==> src/rtl/tnn_popcount_accumulate_act.sv <==
// Ternary-neuron back end: accumulates (pc_pos - pc_neg) over N_CHUNKS beats,
// applies a two-threshold ternary activation and buffers one result behind valid/ready.
module tnn_popcount_accumulate_act #(
    parameter int PC_W     = 5,
    parameter int N_CHUNKS = 4,
    parameter int ACC_W    = 8
) (
    input  logic                    clk,
    input  logic                    rst_n,
    input  logic                    flush,
    input  logic                    in_valid,
    output logic                    in_ready,
    input  logic [PC_W-1:0]         pc_pos,
    input  logic [PC_W-1:0]         pc_neg,
    input  logic signed [ACC_W-1:0] thr_hi,
    input  logic signed [ACC_W-1:0] thr_lo,
    output logic                    out_valid,
    input  logic                    out_ready,
    output logic [1:0]              act_out,
    output logic signed [ACC_W-1:0] acc_out
);
    localparam int CNT_W = (N_CHUNKS > 1) ? $clog2(N_CHUNKS) : 1;
    localparam int SUM_W = ACC_W + 2;
    localparam logic [CNT_W-1:0] LAST = CNT_W'(N_CHUNKS - 1);
    localparam logic signed [SUM_W-1:0] SAT_MAX = {3'b000, {(ACC_W-1){1'b1}}};
    localparam logic signed [SUM_W-1:0] SAT_MIN = {3'b111, {(ACC_W-1){1'b0}}};

    logic [CNT_W-1:0]         r_cnt;
    logic signed [ACC_W-1:0]  r_acc;
    logic signed [ACC_W-1:0]  r_thr_hi;
    logic signed [ACC_W-1:0]  r_thr_lo;
    logic                     r_out_valid;
    logic [1:0]               r_act;
    logic signed [ACC_W-1:0]  r_acc_out;

    logic                     w_first;
    logic                     w_last;
    logic                     w_accept;
    logic signed [ACC_W:0]    w_d;
    logic signed [ACC_W-1:0]  w_base;
    logic signed [SUM_W-1:0]  w_sum;
    logic signed [ACC_W-1:0]  w_acc_next;
    logic signed [ACC_W-1:0]  w_thr_hi;
    logic signed [ACC_W-1:0]  w_thr_lo;
    logic [1:0]               w_act;

    assign w_first  = (r_cnt == '0);
    assign w_last   = (r_cnt == LAST);
    assign in_ready = !(w_last && r_out_valid && !out_ready);
    assign w_accept = in_valid && in_ready && !flush;

    assign w_d    = $signed({{(ACC_W+1-PC_W){1'b0}}, pc_pos})
                  - $signed({{(ACC_W+1-PC_W){1'b0}}, pc_neg});
    assign w_base = w_first ? '0 : r_acc;
    assign w_sum  = {{2{w_base[ACC_W-1]}}, w_base} + {w_d[ACC_W], w_d};

    always_comb begin
        w_acc_next = w_sum[ACC_W-1:0];
        if (w_sum > SAT_MAX)      w_acc_next = SAT_MAX[ACC_W-1:0];
        else if (w_sum < SAT_MIN) w_acc_next = SAT_MIN[ACC_W-1:0];
    end

    // On a first beat the thresholds being latched are the ones that apply (N_CHUNKS==1).
    assign w_thr_hi = w_first ? thr_hi : r_thr_hi;
    assign w_thr_lo = w_first ? thr_lo : r_thr_lo;

    always_comb begin
        w_act = 2'b00;
        if (w_acc_next >= w_thr_hi)      w_act = 2'b01;
        else if (w_acc_next <= w_thr_lo) w_act = 2'b11;
    end

    always_ff @(posedge clk or negedge rst_n) begin
        if (!rst_n) begin
            r_cnt    <= '0;
            r_acc    <= '0;
            r_thr_hi <= '0;
            r_thr_lo <= '0;
        end else if (flush) begin
            r_cnt <= '0;
            r_acc <= '0;
        end else if (w_accept) begin
            if (w_first) begin
                r_thr_hi <= thr_hi;
                r_thr_lo <= thr_lo;
            end
            if (w_last) begin
                r_cnt <= '0;
                r_acc <= '0;
            end else begin
                r_cnt <= r_cnt + CNT_W'(1);
                r_acc <= w_acc_next;
            end
        end
    end

    always_ff @(posedge clk or negedge rst_n) begin
        if (!rst_n) begin
            r_out_valid <= 1'b0;
            r_act       <= 2'b00;
            r_acc_out   <= '0;
        end else if (w_accept && w_last) begin
            r_out_valid <= 1'b1;
            r_act       <= w_act;
            r_acc_out   <= w_acc_next;
        end else if (r_out_valid && out_ready) begin
            r_out_valid <= 1'b0;
        end
    end

    assign out_valid = r_out_valid;
    assign act_out   = r_act;
    assign acc_out   = r_acc_out;
endmodule

==> config.mk <==
export PLATFORM = sky130hd
export DESIGN_NAME = tnn_popcount_accumulate_act
export DESIGN_NICKNAME = d
export VERILOG_FILES = /design/src/rtl/tnn_popcount_accumulate_act.sv
export SDC_FILE = /design/constraint.sdc
export NUM_CORES = 1
export LEC_CHECK = 0
export ABC_CLOCK_PERIOD_IN_PS = 8750
export BUFFER_PORTS_ARGS = -buffer_cell sky130_fd_sc_hd__clkbuf_2
export CELL_PAD_IN_SITES_DETAIL_PLACEMENT = 0
export CELL_PAD_IN_SITES_GLOBAL_PLACEMENT = 2
export CORE_UTILIZATION = 38
export DETAILED_ROUTE_END_ITERATION = 8
export GPL_TIMING_DRIVEN = 0
export PLACE_DENSITY_LB_ADDON = 0.3
export SLEW_MARGIN = 0
export SYNTH_ARGS = -nofsm -noshare
export SYNTH_HDL_FRONTEND = slang
export SYNTH_SLANG_ARGS = --single-unit
==> constraint.sdc <==
create_clock -name clk -period 8.75 [get_ports clk]
set_input_delay 0.4375 -clock clk [delete_from_list [all_inputs] [get_ports clk]]
set_output_delay 0.4375 -clock clk [all_outputs]
set_load 0.1 [all_outputs]
==> flow_metrics.tcl <==
set metrics [dict create \
    cp.required_ns 8.92 \
    drcViolationCount 0 \
    initial_core_util_pct 39.69 \
    min_period_ns 5.216 \
    synthAdderAreaFrac_pct 16.83 \
    hold_path_class "input pin to async pin" \
    ios 43 \
    routed_via_density 5.031 \
    postRouteAntennaNets 0 \
    maxSlewHeadroom_pct 37.35 \
    clock_skew_ns 0.007771 \
    clkLatencyLatePin_ns 0.29 \
    cts_tree "done" \
    fin_tns_setup_ns 0 \
    ys_seq_area_share_pct 36.53 \
    gr-total-overflow 0 \
    syn_avg_cell_area_sq_um 9.825 \
    synth_top_family_by_area "compound AO/OA/AOI/OAI gates" \
    area_growth_pct 16.09 \
    syn-instance-count 258 \
    via_count 1937 \
    hold_viol 0 \
    total_power_uw 712.4 \
    synth_area_leaders "dfrtp_1 (37%), ha_1 (15%), mux2i_1 (5.9%), o21ai_0 (4.9%), mux2_2 (4.4%)" \
    yosysMostFrequentCell "dfrtp_1" \
    holdWs_ns 0.2782 \
    multi_input_area_sq_um 1519 \
    grt_usage_pct 16.64 \
    yosys.area_share.simple_pct 11.60 \
    drt_pre_antenna_iters 4 \
    nFillCells 649 \
    rows 29 \
    die_y_um 83.68 \
    peakVddDrop_uv 150.9 \
    wl_per_cell_um 14.13 \
    cts_root_buf "clkbuf_8" \
    wl_um 5441 \
    yosysTopAreaCellShare_pct 36.53 \
    dp_hpwl_um 4142 \
    cts_made_buffers 5 \
    path_clk_slew_ns 0.08 \
    fin_crit_sh_pct 59.61 \
    max_freq_ghz 0.1917 \
    seq_area_sq_um 925.9 \
    grt_pass1_vias 1774 \
    io_buffer_count 42 \
    cts_max_path_buffers 2 \
    drtIter0Drc 68 \
    status "complete, no violations" \
    coreArea_sq_um 6386 \
    clock_sinks 37 \
    cts.repair.resized 0 \
    fin_nets 370 \
    synthArstFlopShare_pct 100.0 \
    syn_area_sq_um 2535 \
    cts_hold_buf 0 \
    muxShareOfSynthArea_pct 10.37 \
    tightest_slew_ns 0.9397 \
    p_leak_nw 1.539 \
    synth-compound-area-share_pct 17.67 \
    drive_gt1_share_pct 21.43 \
    synth_ff_type "dfrtp_1" \
    grt_max_degree 38 \
    synth_nets 321 \
    cts-htree-levels 2 \
    worstPathMaxFanout 10 \
    critPathLaunchType "flop" \
    antenna_found_initial 0 \
    ys_types 40 \
    globalplace.congestion 0.7159 \
    drv_cap 0 \
    powerDensity_nw_per_um2 242.1 \
    die_area_sq_um 7002 \
    ys_ff_latch 37 \
    maxSlewViolCount 0 \
    critPathKind "flop to flop" \
    cp-end-kind "flop" \
    synthXorXnorAreaFrac_pct 3.455 \
    rsz0062_at_grt "no" \
    die-width_um 83.68 \
    antenna_cells 0 \
    postCtsSetupRepairBufs 0 \
    synth-edff-count 0 \
    synth_area_leader_cell "dfrtp_1" \
    grt_pass1_wl_um 9108 \
    synth_common_cells "dfrtp_1 (37), ha_1 (30), nand2_1 (26)" \
    finalSetupViolCount 0 \
    yosysWarnings 0 \
    arrival_ns 5.38 \
]
sequential cells by signal (all words and copies together) (netlist names):
| register | count |
|---|---|
| acc_out | 8 |
| r_acc | 8 |
| r_thr_hi | 8 |
| r_thr_lo | 8 |
| act_out | 2 |
| r_cnt | 2 |
| out_valid | 1 |
layer usage:
| metal | vias to the layer above | global-route usage (%) | part of all wire [%] |
|---|---|---|---|
| li1 | 1018 | - | - |
| met1 | 878 | 25.67 | 54 |
| met2 | 37 | 23.13 | 42 |
| met3 | 4 | 4.451 | 3.7 |
| met4 | 0 | 3.236 | 0.61 |
| met5 | - | 0 | 0 |
path summary, 6_finish.rpt:
path / slack [ns] / startpoint / end / cells after the start
setup / recovery: 3.53 / r_cnt[0] / act_out[0] / 20
hold / removal: 0.28 / rst_n / r_thr_hi[6] / 1
setup reg to reg: 3.53 / r_cnt[0] / act_out[0] / 20
hold reg to reg: 0.48 / r_thr_hi[1] / r_thr_hi[1] / 2
max in group asynchronous: 7.88 / rst_n / acc_out[3] / 1
min in group clk: 0.32 / flush / r_cnt[1] / 2
worst max-delay path: stages, from the launching register on:
cell	delay, ns
dfrtp_1	0.39
inv_1	0.08
ha_1	0.14
clkbuf_1	0.32
buf_1	0.46
nand2b_1	0.22
inv_1	0.05
ha_1	0.28
a211oi_1	0.30
o21ai_2	0.14
a41o_1	0.29
and2_1	0.21
o21ai_0	0.66
ha_1	0.36
a21o_1	0.16
a21o_1	0.17
a211oi_1	0.24
o21bai_1	0.15
a21o_1	0.21
a31oi_1	0.17
a21oi_1	0.09
through the flow:
stage	std cells	cell area, sq um	utilization (%)	worst slack [ns]
6_report	385	2943	46.08	3.534
5_1_grt	385	2943	46.08	3.029
4_1_cts	385	2943	46.08	3.474
3_5_place_dp	377	2841	44.49	3.501
3_3_place_gp	377	2841	44.49	3.489
2_1_floorplan	258	2535	-	4.431
cells by family (layout without fill, tap and decap cells):
group / Yosys count / after routing
xor gates and xnor gates: 10 / 10
AOI/OAI and AO/OA: 69 / 69
adders and majority gates: 33 / 33
buffers and inverters: 24 / 74
muxes: 25 / 25
and+or+nand+nor: 60 / 60
DFF: 37 / 37
power by group:
part / leakage, nW / switching, mW / total [mW] / internal, mW
registers: 0.482 / 0.0167 / 0.220 / 0.204
logic: 1.00 / 0.240 / 0.360 / 0.120
clock network: 0.0542 / 0.0610 / 0.132 / 0.0712
layout make-up:
class | count | share of cell area (%)
buffer | 7 | 0.8929
clock buffer | 7 | 3.274
clock inverter | 1 | 0.1701
inverter | 17 | 2.168
multi-input combinational | 197 | 51.62
sequential | 37 | 31.46
tap | 77 | 3.274
timing repair buffer | 42 | 7.143
cell usage in the layout (no fill, tap or decap), drive strengths merged, types with 6 or more instances in the layout:
cell type	Yosys	routed
dfrtp	37	37
mux2	10	10
a21oi	14	14
nor2b	12	12
inv	17	17
a22o	7	7
o21ai	27	27
mux2i	15	15
nor2	6	6
clkbuf	5	54
a21o	6	6
ha	30	30
nand2	26	26
xnor2	8	8
No activity file was read; power rests on OpenSTA's default activity.
